`src/rtl/alu_pkg.sv`:
```
// Shared op-code constants, FSM state type and default width for the multi-cycle ALU.
package alu_pkg;
    localparam int WIDTH_DEF = 8;

    localparam logic [3:0] OP_ADD  = 4'd0;
    localparam logic [3:0] OP_SUB  = 4'd1;
    localparam logic [3:0] OP_AND  = 4'd2;
    localparam logic [3:0] OP_OR   = 4'd3;
    localparam logic [3:0] OP_XOR  = 4'd4;
    localparam logic [3:0] OP_NOT  = 4'd5;
    localparam logic [3:0] OP_PASS = 4'd6;
    localparam logic [3:0] OP_ADC  = 4'd7;
    localparam logic [3:0] OP_SBC  = 4'd8;
    localparam logic [3:0] OP_SHL  = 4'd9;
    localparam logic [3:0] OP_SHR  = 4'd10;
    localparam logic [3:0] OP_MUL  = 4'd11;

    typedef enum logic {IDLE, RUN} state_e;
endpackage

```
`src/rtl/alu_mul.sv`:
```
// Shift-add unsigned multiplier, one partial product per cycle.
// done is high during the final cycle; product then holds the finished value for the parent to register.
module alu_mul #(
    parameter int WIDTH = alu_pkg::WIDTH_DEF
) (
    input  logic               clk,
    input  logic               rst,
    input  logic               start,
    input  logic [WIDTH-1:0]   a,
    input  logic [WIDTH-1:0]   b,
    output logic               done,
    output logic [2*WIDTH-1:0] product
);
    localparam int CW = $clog2(WIDTH + 1);

    logic [2*WIDTH-1:0] acc;
    logic [2*WIDTH-1:0] mcand;
    logic [WIDTH-1:0]   mplier;
    logic [CW-1:0]      cnt;

    always_comb begin
        product = acc + (mplier[0] ? mcand : '0);
        done    = (cnt == CW'(1));
    end

    always_ff @(posedge clk or posedge rst) begin
        if (rst) begin
            acc    <= '0;
            mcand  <= '0;
            mplier <= '0;
            cnt    <= '0;
        end else if (start) begin
            acc    <= '0;
            mcand  <= {{WIDTH{1'b0}}, a};
            mplier <= b;
            cnt    <= CW'(WIDTH);
        end else if (cnt != '0) begin
            acc    <= product;
            mcand  <= mcand << 1;
            mplier <= mplier >> 1;
            cnt    <= cnt - CW'(1);
        end
    end
endmodule

```
`src/rtl/alu_mc.sv`:
```
// Multi-cycle ALU: single-cycle arithmetic/logic, bit-serial shifts, shift-add multiply.
module alu_mc
    import alu_pkg::*;
#(
    parameter int WIDTH = WIDTH_DEF
) (
    input  logic             clk,
    input  logic             rst,
    input  logic             start,
    input  logic [3:0]       op,
    input  logic [WIDTH-1:0] a,
    input  logic [WIDTH-1:0] b,
    input  logic             cin,
    output logic             busy,
    output logic             done,
    output logic [WIDTH-1:0] out,
    output logic [WIDTH-1:0] out_hi,
    output logic             CY,
    output logic             Z,
    output logic             N,
    output logic             OV
);
    localparam int CW  = $clog2(WIDTH + 1);
    localparam int MSB = WIDTH - 1;

    state_e             state;
    logic [3:0]         op_q;
    logic [WIDTH-1:0]   sh;
    logic [CW-1:0]      cnt;
    logic [CW-1:0]      sh_cnt;
    logic [WIDTH:0]     sum;
    logic [WIDTH-1:0]   r1;
    logic               c1, v1, is_shift;
    logic [WIDTH-1:0]   sh_nx;
    logic               sh_bit;
    logic               mul_done;
    logic [2*WIDTH-1:0] product;

    assign busy     = (state == RUN);
    assign is_shift = (op == OP_SHL) || (op == OP_SHR);
    assign sh_cnt   = (32'(b) >= WIDTH) ? CW'(WIDTH) : CW'(b);
    assign sh_nx    = (op_q == OP_SHL) ? (sh << 1) : (sh >> 1);
    assign sh_bit   = (op_q == OP_SHL) ? sh[MSB] : sh[0];

    alu_mul #(.WIDTH(WIDTH)) u_mul (
        .clk(clk), .rst(rst),
        .start(start && state == IDLE && op == OP_MUL),
        .a(a), .b(b), .done(mul_done), .product(product)
    );

    // Single-cycle result; a zero-count shift lands here as a pass-through of a.
    always_comb begin
        sum = '0;
        r1  = '0;
        c1  = 1'b0;
        v1  = 1'b0;
        case (op)
            OP_ADD, OP_ADC: begin
                sum = {1'b0, a} + {1'b0, b} + {{WIDTH{1'b0}}, cin && op == OP_ADC};
                r1  = sum[MSB:0];
                c1  = sum[WIDTH];
                v1  = (a[MSB] == b[MSB]) && (r1[MSB] != a[MSB]);
            end
            OP_SUB, OP_SBC: begin
                sum = {1'b0, a} - {1'b0, b} - {{WIDTH{1'b0}}, cin && op == OP_SBC};
                r1  = sum[MSB:0];
                c1  = sum[WIDTH];
                v1  = (a[MSB] != b[MSB]) && (r1[MSB] != a[MSB]);
            end
            OP_AND:         r1 = a & b;
            OP_OR:          r1 = a | b;
            OP_XOR:         r1 = a ^ b;
            OP_NOT:         r1 = ~a;
            OP_SHL, OP_SHR: r1 = a;
            default:        r1 = b;
        endcase
    end

    always_ff @(posedge clk or posedge rst) begin
        if (rst) begin
            state  <= IDLE;
            op_q   <= '0;
            sh     <= '0;
            cnt    <= '0;
            done   <= 1'b0;
            out    <= '0;
            out_hi <= '0;
            CY     <= 1'b0;
            Z      <= 1'b0;
            N      <= 1'b0;
            OV     <= 1'b0;
        end else begin
            done <= 1'b0;
            case (state)
                IDLE: if (start) begin
                    op_q <= op;
                    if (op == OP_MUL) begin
                        state <= RUN;
                    end else if (is_shift && sh_cnt != '0) begin
                        state <= RUN;
                        sh    <= a;
                        cnt   <= sh_cnt;
                    end else begin
                        done   <= 1'b1;
                        out    <= r1;
                        out_hi <= '0;
                        CY     <= c1;
                        Z      <= (r1 == '0);
                        N      <= r1[MSB];
                        OV     <= v1;
                    end
                end
                RUN: if (op_q == OP_MUL) begin
                    if (mul_done) begin
                        state  <= IDLE;
                        done   <= 1'b1;
                        out    <= product[MSB:0];
                        out_hi <= product[2*WIDTH-1:WIDTH];
                        CY     <= (product[2*WIDTH-1:WIDTH] != '0);
                        Z      <= (product == '0);
                        N      <= product[2*WIDTH-1];
                        OV     <= 1'b0;
                    end
                end else begin
                    sh  <= sh_nx;
                    cnt <= cnt - CW'(1);
                    if (cnt == CW'(1)) begin
                        state  <= IDLE;
                        done   <= 1'b1;
                        out    <= sh_nx;
                        out_hi <= '0;
                        CY     <= sh_bit;
                        Z      <= (sh_nx == '0);
                        N      <= sh_nx[MSB];
                        OV     <= 1'b0;
                    end
                end
                default: state <= IDLE;
            endcase
        end
    end
endmodule

```
`config.mk`:
```
export PLATFORM = sky130hd
export DESIGN_NAME = alu_mc
export DESIGN_NICKNAME = d
export VERILOG_FILES = /design/src/rtl/alu_pkg.sv /design/src/rtl/alu_mul.sv /design/src/rtl/alu_mc.sv
export SDC_FILE = /design/constraint.sdc
export NUM_CORES = 1
export LEC_CHECK = 0
export ABC_AREA = 1
export BUFFER_PORTS_ARGS = -buffer_cell sky130_fd_sc_hd__buf_2
export CORE_ASPECT_RATIO = 0.9
export CORE_MARGIN = 10
export CORE_UTILIZATION = 60
export DETAILED_ROUTE_END_ITERATION = 7
export PLACE_DENSITY = 0.89
export SYNTH_ARGS = -nofsm -noshare
export SYNTH_HDL_FRONTEND = slang
export SYNTH_HIERARCHICAL = 1
export SYNTH_SLANG_ARGS = --single-unit
```
`constraint.sdc`:
```
create_clock -name clk -period 4.01 [get_ports clk]
set_input_delay 0.401 -clock clk [delete_from_list [all_inputs] [get_ports clk]]
set_output_delay 0.401 -clock clk [all_outputs]
set_load 0.03 [all_outputs]
```
# Word-level counts from Yosys, hierarchy flattened
# Index checks and enable logic that the tools add are counted.
# totals
inputBits	24
wordCells	156
romBits	0
memories	0
ram_bits	0
ff_bits	82
out_inout_bits	22
latch_bits	0
# op_classes
n_shift	0
n_div	0
add_sub_neg	7
eq_ne	25
mul	0
n_reduce_logical	22
n_lt_le_gt_ge	1
bitwise_logic	5
muxes	81
# op_table
operator	n
two-way mux 8 bit	19
two-way mux 16 bit	5
case mux 8 bit (7 select lines)	1
case mux 8 bit (2 select lines)	3
two-way mux 1 bit	37
two-way mux 4 bit	7
equality test 4 bit (second input constant)	6
adder 16 bit	1
logical NOT 16 bit	1
logical NOT 8 bit	2
case mux 1 bit (2 select lines)	8
equality test 4 x 1 -> 1 bit (second input constant)	3
equality test 4 x 3 -> 1 bit (second input constant)	3
adder 8 x 8 -> 9 bit	1
adder 9 x 1 -> 9 bit	1
subtractor 8 x 8 -> 9 bit	1
subtractor 9 x 1 -> 9 bit	1
AND 8 bit	1
equality test 4 x 2 -> 1 bit (second input constant)	2
>= comparator 8 x 4 -> 1 bit (second input constant)	1
!= test 2 bit (second input constant)	4
NOT 8 bit	1
OR 8 bit	1
case mux 4 bit (2 select lines)	1
18 further kinds	30

# Logic depth before layout (Yosys ltp)
# Gate-level depths: netlist of run 1.
# depth
word_depth	10
ltp_mapped	21
mapped_depth_nobuf	20

# By module
# Netlist of run 1, hierarchy kept.
# by_module_without_submodules
mod	seq_area_each_um2	cells_per_inst	area_per_inst_um2	instances
alu_mc	950.9	588	3809.9	1
alu_mul	1101.1	406	2900.3	1

# Least setup slack after synthesis of run 1
# No wires, ideal clock.
# synth_path
path_type	reg-to-reg
from	reg u_mul.mplier[0]
to	reg Z
arrival_time_ns	2.573
setup_slack_ns	1.360
setup_time_ns	0.077
path_buffers	2
path_stages_with_launch	19
required_time_ns	3.933
cell_sequence	dfrtp_1 buf_2 clkbuf_1 nand2_1 inv_1 ha_1 nand2_1 inv_1 nand2_1 nand2_1 a21oi_1 nand3_1 and2_1 nor3_1 nor3b_1 nand3_1 o21ai_0 a21oi_1 a21oi_1
# synth_between
elab_chain_cells	6
# synth_lines
element	line	text
start: declaration	alu_mul.sv:18	logic [WIDTH-1:0] mplier;
start signal: assignment	alu_mul.sv:40	mplier <= mplier >> 1;
two-way mux 16 bit	alu_mul.sv:22	product = acc + (mplier[0] ? mcand : '0);
adder 16 bit	alu_mul.sv:22	
via product[14]	alu_mc.sv:37	logic [2*WIDTH-1:0] product;
logical NOT 16 bit	alu_mc.sv:120	Z <= (product == '0);
two-way mux 1 bit	alu_mc.sv:114	if (mul_done) begin
two-way mux 1 bit	alu_mc.sv:113	RUN: if (op_q == OP_MUL) begin
case mux 1 bit (2 select lines)	alu_mc.sv:94	case (state)
end signal: assignment	alu_mc.sv:108	Z <= (r1 == '0);
end signal: assignment	alu_mc.sv:120	
end signal: assignment	alu_mc.sv:133	Z <= (sh_nx == '0);
end: declaration	alu_mc.sv:19	output logic Z,
# The timed path passes the listed nets, and every way through them passes these cells. The select of a mux whose other input is x is not followed.
# A chain may end at the register's enable or synchronous reset.

# Worst setup path in the final report of run 1
# Same ends and word-level chain as after synthesis.

==> impl_metrics.sql, run 1 <==
INSERT INTO impl_metrics (metric_group, metric, value, unit) VALUES
('synth', 'synth_async_sr_flop_share', '100', '%'),
('worst_setup_path', 'crit_path_top_delay_cell', 'dfrtp_1', ''),
('final_layout', 'synthToLayoutAreaGrowth', '9.60', '%'),
('worst_setup_path', 'worst_r2r_path_depth', '18', ''),
('sta', 'hold_viol', '0', ''),
('synth', 'netlist_area', '6710', 'sq um'),
('clock_network', 'cts_hold_buf', '0', ''),
('clock_network', 'clkTransAtPathRegs', '0.06', 'ns'),
('worst_setup_path', 'required', '4.28', 'ns'),
('sta', 'setup_tns', '0', 'ns'),
('sta', 'timing.final.ws_setup', '0.647', 'ns'),
('synth', 'nets_in_the_synthesized_netlist', '1072', ''),
('final_layout', 'finalNetCount', '1112', ''),
('clock_network', 'clock_tree.htree_level_count', '3', ''),
('worst_setup_path', 'worst_setup_path_end_kind', 'flip-flop', ''),
('routing', 'drt_pre_antenna_iters', '6', ''),
('clock_network', 'clk_path_buf_depth', '2', ''),
('final_layout', 'num_antenna_cells', '0', ''),
('pwr', 'leakagePower', '4.03', 'nW'),
('clock_network', 'cts_buffers', '9', ''),
('worst_setup_path', 'critical_setup_path_class', 'flip-flop to flip-flop', ''),
('routing', 'wl_per_cell', '15.4', 'um'),
('sta', 'finalClockSkew', '0.00417', 'ns'),
('worst_setup_path', 'crit_chain', 'nand2_1, inv_1, ha_1, inv_1, fa_1, inv_1, nand3_1, nand2_1, nand3_1, nand3_1, nand2_1, and2_1, nor3_1, nor3b_1, nand3_1, o21ai_0, a21oi_1, a21oi_1', ''),
('die', 'core-area', '10900', 'sq um'),
('clock_network', 'clk-insertion-delay-late', '0.35', 'ns'),
('global_route', 'number_of_global_route_vias_before_repair', '6208', ''),
('global_route', 'antenna_found_initial', '0', ''),
('routing', 'drt_drc_violations_left', '0', ''),
('synth', 'synth_edf_count', '0', ''),
('clock_network', 'cts_post_setup_buffers_inserted', '0', ''),
('worst_setup_path', 'cp.depth', '18', ''),
('synth', 'synth_ff_type', 'dfrtp_1', ''),
('sta', 'post-route-min-period', '3.36', 'ns'),
('die', 'fp-row-count', '36', ''),
('die', 'height_of_the_chip', '120', 'um'),
('synth', 'synth.distinct_cells', '48', ''),
('die', 'dieWidth', '131', 'um'),
('clock_network', 'post_cts.resized_instances', '0', ''),
('worst_setup_path', 'critPathMaxFanout', '17', ''),
('die', 'start_util', '61.6', '%'),
('final_layout', 'post_route_cells_drive_above_1_share', '10.9', '%'),
('routing', 'drt-vias-per-instance', '5.54', ''),
('synth', 'syn_avg_cell_area', '6.75', 'sq um'),
('place', 'dpl_worst_slack', '0.821', 'ns'),
('global_route', 'total_congestion_overflow', '0', ''),
('worst_setup_path', 'worstPathBufferInverterCount', '3', ''),
('synth', 'yosys_warnings', '6', ''),
('place', 'postPlaceCellArea', '7030', 'sq um'),
('outcome', 'status', 'finished, final reports clean', ''),
('clock_network', 'clock-root-buffer', 'clkbuf_16', ''),
('hold_path', 'holdCritPathClass', 'input port to async pin', ''),
('sta', 'achievable-frequency', '297', 'MHz'),
('sta', 'setup_violations', '0', ''),
('routing', 'drt_wl_total', '18400', 'um'),
('global_route', 'groute.usage.overall', '23.4', '%'),
('die', 'die_area', '15800', 'sq um'),
('sta', 'max_slew_violation_total_from_the_final_report', '0', ''),
('pwr', 'power.ir.vdd_worst', '364', 'uV'),
('worst_setup_path', 'critical-path-top-delay-family', 'simple AND/OR/NAND/NOR gates', ''),
('sta', 'worst-slew-pin-transition', '0.733', 'ns'),
('clock_network', 'tritoncts', 'done', ''),
('routing', 'drtAntennaViolNets', '0', ''),
('place', 'number_of_instances_in_the_placed_design', '1175', ''),
('global_route', 'grt_start_max_net_pins', '45', ''),
('sta', 'slew_headroom', '51.1', '%'),
('place', 'gpl.final_weighted_congestion', '0.987', ''),
('die', 'floorplan.io_pins', '46', ''),
('global_route', 'global_route_wire_length_before_repair', '30500', 'um'),
('final_layout', 'layout.cell_area.non_filler', '7350', 'sq um'),
('synth', 'yosysSeqAreaShare', '30.6', '%');
==> cell usage after synthesis, drive strengths merged (2+ instances only) <==
master	number	area, sq um
nand3b	7	52.6
nor3b	2	15.0
buf	17	116
o211ai	15	113
a21oi	32	164
ha	49	613
o31ai	2	15.0
xor2	5	51.3
dfrtp	82	2050
and2	7	43.8
clkbuf	5	20.0
xnor2	6	60.1
nor3	7	45.0
a22o	2	17.5
o21ai	60	338
inv	172	646
fa	5	100
nand4	14	87.6
nor2	75	324
nand2	335	1280
nand3	68	373
or2	2	12.5
a31oi	6	37.5
o22ai	11	68.8
nor4	3	18.8
==> cell type report <==
type / instances / share of cell area (%)
inverters: 172 / 8.78
clock inverters: 5 / 1.05
multi-input cells: 718 / 52.7
clock buffers: 11 / 3.30
flip-flops and latches: 82 / 27.9
repair buffers: 51 / 3.67
well taps: 152 / 2.59
==> layout by cell type (no fill, tap or decap), drive strengths merged, types with 3 or more instances in the layout <==
cell | synthesis | layout
clkbuf | 5 | 11
xor2 | 5 | 5
nand3b | 7 | 7
inv | 172 | 171
ha | 49 | 49
nand4 | 14 | 14
nor3 | 7 | 7
xnor2 | 6 | 6
o22ai | 11 | 11
buf | 17 | 51
nand2 | 335 | 335
clkinv | 0 | 3
nor2 | 75 | 75
nand3 | 68 | 68
a21oi | 32 | 32
and2 | 7 | 7
o211ai | 15 | 15
o21ai | 60 | 60
nor4 | 3 | 3
dfrtp | 82 | 82
fa | 5 | 5
a31oi | 6 | 6
==> power by group <==
| part | leakage (nW) | total, mW | switching (mW) | internal (mW) |
|---|---|---|---|---|
| Combinational | 2.82 | 2.14 | 1.47 | 0.673 |
| Clock | 0.156 | 0.896 | 0.336 | 0.560 |
| Sequential | 1.05 | 1.35 | 0.204 | 1.15 |
==> routing by layer <==
layer | vias up | part of all wire, % | global-route usage, %
met5 | - | 0 | 0
met4 | 0 | 2.2 | 7.22
met3 | 44 | 12 | 7.16
met2 | 306 | 43 | 36.0
met1 | 3012 | 43 | 31.0
li1 | 3237 | - | -
==> flip-flops by register name, indices dropped and copies added, names as in the netlist <==
| register | count |
|---|---|
| sh | 8 |
| u_mul/mcand | 16 |
| CY | 1 |
| u_mul/cnt | 4 |
| OV | 1 |
| busy | 1 |
| op_q | 4 |
| u_mul/acc | 16 |
| out_hi | 8 |
| out | 8 |
| u_mul/mplier | 8 |
| done | 1 |
| N | 1 |
| Z | 1 |
| cnt | 4 |
==> final timing paths <==
| kind | start | endpoint | slack (ns) |
|---|---|---|---|
| hold reg to reg | out_hi[4]$_DFFE_PP0P_ | out_hi[4]$_DFFE_PP0P_ | 0.48 |
| hold / removal | rst | op_q[3]$_DFFE_PP0P_ | 0.20 |
| setup reg to reg | u_mul/mplier[0]$_DFFE_PP0P_ | Z$_DFFE_PP0P_ | 0.65 |
| setup / recovery | u_mul/mplier[0]$_DFFE_PP0P_ | Z$_DFFE_PP0P_ | 0.65 |
| min in group clk | b[1] | u_mul/mplier[1]$_DFFE_PP0P_ | 0.34 |
| max in group asynchronous | rst | u_mul/mcand[14]$_DFFE_PP0P_ | 3.40 |
==> worst register-to-register path, stage by stage (launching register included) <==
cell	delay [ns]
dfrtp_1	0.65
nand2_1	0.11
inv_1	0.08
ha_1	0.15
inv_1	0.06
fa_1	0.44
inv_1	0.09
nand3_1	0.07
nand2_1	0.15
nand3_1	0.12
nand3_1	0.08
nand2_1	0.06
and2_1	0.15
nor3_1	0.20
nor3b_1	0.35
nand3_1	0.12
o21ai_0	0.17
a21oi_1	0.08
a21oi_1	0.16
==> stage by stage <==
step	total power, mW	util [%]	hold WS [ns]
after floorplan	2.94	-	0.452
after detailed placement	3.44	64.5	0.468
after global routing	4.72	67.5	0.238
after CTS	4.36	67.5	0.207
after global placement	3.37	64.5	0.461
final	4.39	67.5	0.197
==> logic make-up after synthesis <==
family	after synthesis	share of synthesized area, %
fa+ha+maj	54	10.6
xor+xnor	11	1.66
flops	82	30.6
compound gates	133	11.8
buf+inv	194	11.7
simple gates	520	33.6
No activity file was read; power rests on OpenSTA's default activity.
==> inputs of run 2 (changes only) <==
--- a/config.mk
+++ b/config.mk
@@ -9,9 +9,9 @@
 export BUFFER_PORTS_ARGS = -buffer_cell sky130_fd_sc_hd__buf_2
 export CORE_ASPECT_RATIO = 0.9
 export CORE_MARGIN = 10
-export CORE_UTILIZATION = 60
+export CORE_UTILIZATION = 56
 export DETAILED_ROUTE_END_ITERATION = 7
-export PLACE_DENSITY = 0.89
+export PLACE_DENSITY = 0.88
 export SYNTH_ARGS = -nofsm -noshare
 export SYNTH_HDL_FRONTEND = slang
 export SYNTH_HIERARCHICAL = 1
==> constraint.sdc (replaced) <==
create_clock -name clk -period 3 [get_ports clk]
set_input_delay 0.3 -clock clk [delete_from_list [all_inputs] [get_ports clk]]
set_output_delay 0.3 -clock clk [all_outputs]
set_load 0.03 [all_outputs]
==> run 2 against run 1 <==
Routed wire length grew 2.3%; largest power group unchanged; fmax grew 20%; largest cell class unchanged; die area grew 6.0%; global-route usage shrank 0.96 points; highest routed layer unchanged; final area grew 1.2%.
==> impl_metrics.sql, run 2 (synthesis gave the netlist of run 1 again) <==
INSERT INTO impl_metrics (metric_group, metric, value, unit) VALUES
('final_layout', 'top_regs', 'u_mul/acc x16, u_mul/mcand x16', ''),
('worst_setup_path', 'critical_setup_path_class', 'flip-flop to flip-flop', ''),
('final_layout', 'post_route_cells_drive_above_1_share', '12.8', '%'),
('worst_setup_path', 'crit_path_max_incr_delay', '0.38', 'ns'),
('worst_setup_path', 'crit_chain', 'buf_4, nand2_1, inv_1, ha_1, nand2_1, inv_1, nand2_1, nand3_2, nand2_1, nand3_1, and2_1, nor3_2, nor3b_2, o21ai_0, a21oi_1, nor2_1, nand2_1, nand2_1', ''),
('pwr', 'power_density_normalized_to_cell_area', '793', 'nW/um^2'),
('worst_setup_path', 'worst_setup_path_end_kind', 'flip-flop', ''),
('routing', 'drt_pre_antenna_iters', '6', ''),
('worst_setup_path', 'critPathMostFrequentCell', 'nand2_1', ''),
('die', 'core-area', '11600', 'sq um'),
('global_route', 'gr-usage-met1', '30.8', '%'),
('clock_network', 'post_cts.resized_instances', '0', ''),
('worst_setup_path', 'worst_setup_path_endpoint', 'CY$_DFFE_PP0P_', ''),
('clock_network', 'clk_path_buf_depth', '2', ''),
('worst_setup_path', 'crit_path_top_delay_cell', 'dfrtp_1', ''),
('pwr', 'share_comb_of_total_power', '49.8', '%'),
('sta', 'final.period_utilization', '93.4', '%'),
('pwr', 'share_seq_of_total_power', '30.6', '%'),
('worst_setup_path', 'cp.depth', '18', ''),
('hold_path', 'holdCritPathClass', 'input port to async pin', ''),
('place', 'place_hpwl', '14300', 'um'),
('final_layout', 'synthToLayoutAreaGrowth', '10.9', '%'),
('die', 'height_of_the_chip', '124', 'um'),
('routing', 'drt_drc_violations_left', '0', ''),
('sta', 'slew_headroom', '44.8', '%'),
('final_layout', 'finish.cell_count_without_fillers', '1202', ''),
('clock_network', 'tritoncts_num_sinks', '82', ''),
('global_route', 'number_of_global_route_vias_before_repair', '6170', ''),
('die', 'die_area', '16800', 'sq um'),
('sta', 'rsz0062_at_grt', 'false', ''),
('sta', 'worst-slew-pin-transition', '0.823', 'ns'),
('clock_network', 'cts_hold_buf', '0', ''),
('routing', 'wl_per_cell', '15.7', 'um'),
('global_route', 'grt_util_met2', '34.7', '%'),
('die', 'fp-row-count', '37', ''),
('global_route', 'grt_start_max_net_pins', '25', ''),
('sta', 'setup_violations', '0', ''),
('routing', 'drt-vias-per-instance', '5.54', ''),
('global_route', 'global_route_wire_length_before_repair', '30700', 'um'),
('outcome', 'status', 'finished, final reports clean', ''),
('sta', 'finalClockSkew', '0.0122', 'ns'),
('clock_network', 'clock_tree.htree_level_count', '3', ''),
('global_route', 'antenna_found_initial', '0', ''),
('worst_setup_path', 'critPathMaxFanout', '6', ''),
('die', 'start_util', '58.0', '%'),
('worst_setup_path', 'regToRegSetupSlack', '0.20', 'ns'),
('clock_network', 'clock-root-buffer', 'clkbuf_16', ''),
('worst_setup_path', 'cp-start-kind', 'flip-flop', ''),
('flow_run', 'max_cap_viol_count', '0', ''),
('global_route', 'groute.usage.overall', '22.5', '%'),
('worst_setup_path', 'critical-path-top-delay-family', 'simple AND/OR/NAND/NOR gates', ''),
('place', 'numPortBuffers', '45', ''),
('pwr', 'swShare', '46.5', '%'),
('sta', 'max_slew_violation_total_from_the_final_report', '0', ''),
('worst_setup_path', 'startpoint', 'u_mul/mplier[0]$_DFFE_PP0P_', ''),
('routing', 'drt_wl_total', '18800', 'um'),
('global_route', 'total_congestion_overflow', '0', ''),
('pwr', 'power.ir.vdd_worst', '379', 'uV'),
('sta', 'hold_viol', '0', ''),
('die', 'floorplan.io_pins', '46', ''),
('clock_network', 'clk-insertion-delay-late', '0.35', 'ns'),
('final_layout', 'most-common-layout-cells', 'nand2_1 (324), inv_1 (159), dfrtp_1 (82)', ''),
('worst_setup_path', 'required', '3.23', 'ns'),
('pwr', 'switching_power', '2.74', 'mW'),
('final_layout', 'final_common_cell', 'nand2_1', ''),
('clock_network', 'tritoncts', 'done', ''),
('worst_setup_path', 'worstPathBufferInverterCount', '3', ''),
('pwr', 'leakagePower', '4.05', 'nW'),
('die', 'dieWidth', '135', 'um'),
('final_layout', 'finalNetCount', '1119', ''),
('worst_setup_path', 'launching_point_of_the_worst_reg2reg_path', 'u_mul/mplier[0]$_DFFE_PP0P_', ''),
('sta', 'setup_tns', '0', 'ns'),
('clock_network', 'cts_buffers', '9', ''),
('routing', 'drt-initial-drc-count', '935', ''),
('place', 'number_of_instances_in_the_placed_design', '1186', ''),
('sta', 'post-route-min-period', '2.80', 'ns'),
('place', 'gpl.final_weighted_congestion', '1.04', ''),
('clock_network', 'clkTransAtPathRegs', '0.07', 'ns'),
('final_layout', 'num_antenna_cells', '0', ''),
('routing', 'routed-via-count', '6662', ''),
('worst_setup_path', 'worst_r2r_path_depth', '18', ''),
('routing', 'drtAntennaViolNets', '0', ''),
('global_route', 'top_usage_layer', 'met2', ''),
('worst_setup_path', 'worst-endpoint-arrival', '3.03', 'ns'),
('final_layout', 'fillCellCount', '991', ''),
('clock_network', 'cts_post_setup_buffers_inserted', '0', ''),
('pwr', 'power.clock.fraction', '19.6', '%'),
('global_route', 'use_met3', '4.55', '%'),
('sta', 'achievable-frequency', '357', 'MHz'),
('pwr', 'int_power', '3.16', 'mW'),
('worst_setup_path', 'crit-reg2reg-capture', 'CY$_DFFE_PP0P_', '');
run 2: changes by cell type in the layout (fill, tap and decap cells not counted), moves of 4 or more:
cell,delta
ha_1,-5
nand2_1,-4
nand2_2,+4
ha_2,+5
buf_4,+7
run 2: metal layers:
layer,part of all wire [%],wire [um]
met5,0,0
met4,2.7,514
met3,11,2000
met2,44,8230
met1,43,8080
run 2: how the worst min path moves through the flow:
stage	startpoint	end	slack, ns	cells after the start
6_report	rst	u_mul/acc[2]$_DFFE_PP0P_	0.03	2
5_1_grt	rst	u_mul/acc[2]$_DFFE_PP0P_	0.07	2
4_1_cts	rst	u_mul/acc[2]$_DFFE_PP0P_	0.04	2
3_5_place_dp	rst	u_mul/acc[0]$_DFFE_PP0P_	0.40	2
3_3_place_gp	rst	u_mul/acc[0]$_DFFE_PP0P_	0.40	2
2_1_floorplan	a[0]	u_mul/mcand[0]$_DFFE_PP0P_	0.42	2
run 2: final cells by class:
| type | instances | area [sq um] | share of cell area [%] |
|---|---|---|---|
| flip-flops and latches | 82 | 2050 | 27.6 |
| well taps | 156 | 195 | 2.62 |
| clock buffers | 11 | 253 | 3.40 |
| multi-input cells | 718 | 3920 | 52.6 |
| inverters | 172 | 646 | 8.67 |
| repair buffers | 58 | 323 | 4.34 |
| clock inverters | 5 | 60.1 | 0.807 |
run 2: power by group through the flow:
stage	Clock, mW	Sequential, mW	Combinational (mW)
3_3_place_gp	0	1.80	2.73
5_1_grt	1.20	1.85	3.26
6_report	1.16	1.81	2.94
3_5_place_dp	0	1.81	2.81
2_1_floorplan	0	1.94	1.98
4_1_cts	1.16	1.80	2.84
run 2: worst reg2reg max path, delay by kind of cell, from the launching register on:
kind | cells | cell delay (ns)
flops | 1 | 0.38
buf+inv | 3 | 0.27
fa+ha+maj | 1 | 0.35
compound gates | 2 | 0.28
simple gates | 12 | 1.42
run 2: through the flow:
step                      worst slack [ns]  area [sq um]  hold slack [ns]  power, mW  util [%]
after global placement               0.232          7090            0.403       4.52      61.3
after detailed placement             0.207          7090            0.400       4.62      61.3
after floorplan                      0.350          6710            0.421       3.93         -
final                                0.199          7440           0.0264       5.90      64.3
after global routing               0.00918          7440           0.0730       6.32      64.3
after CTS                            0.159          7400           0.0383       5.80      64.0
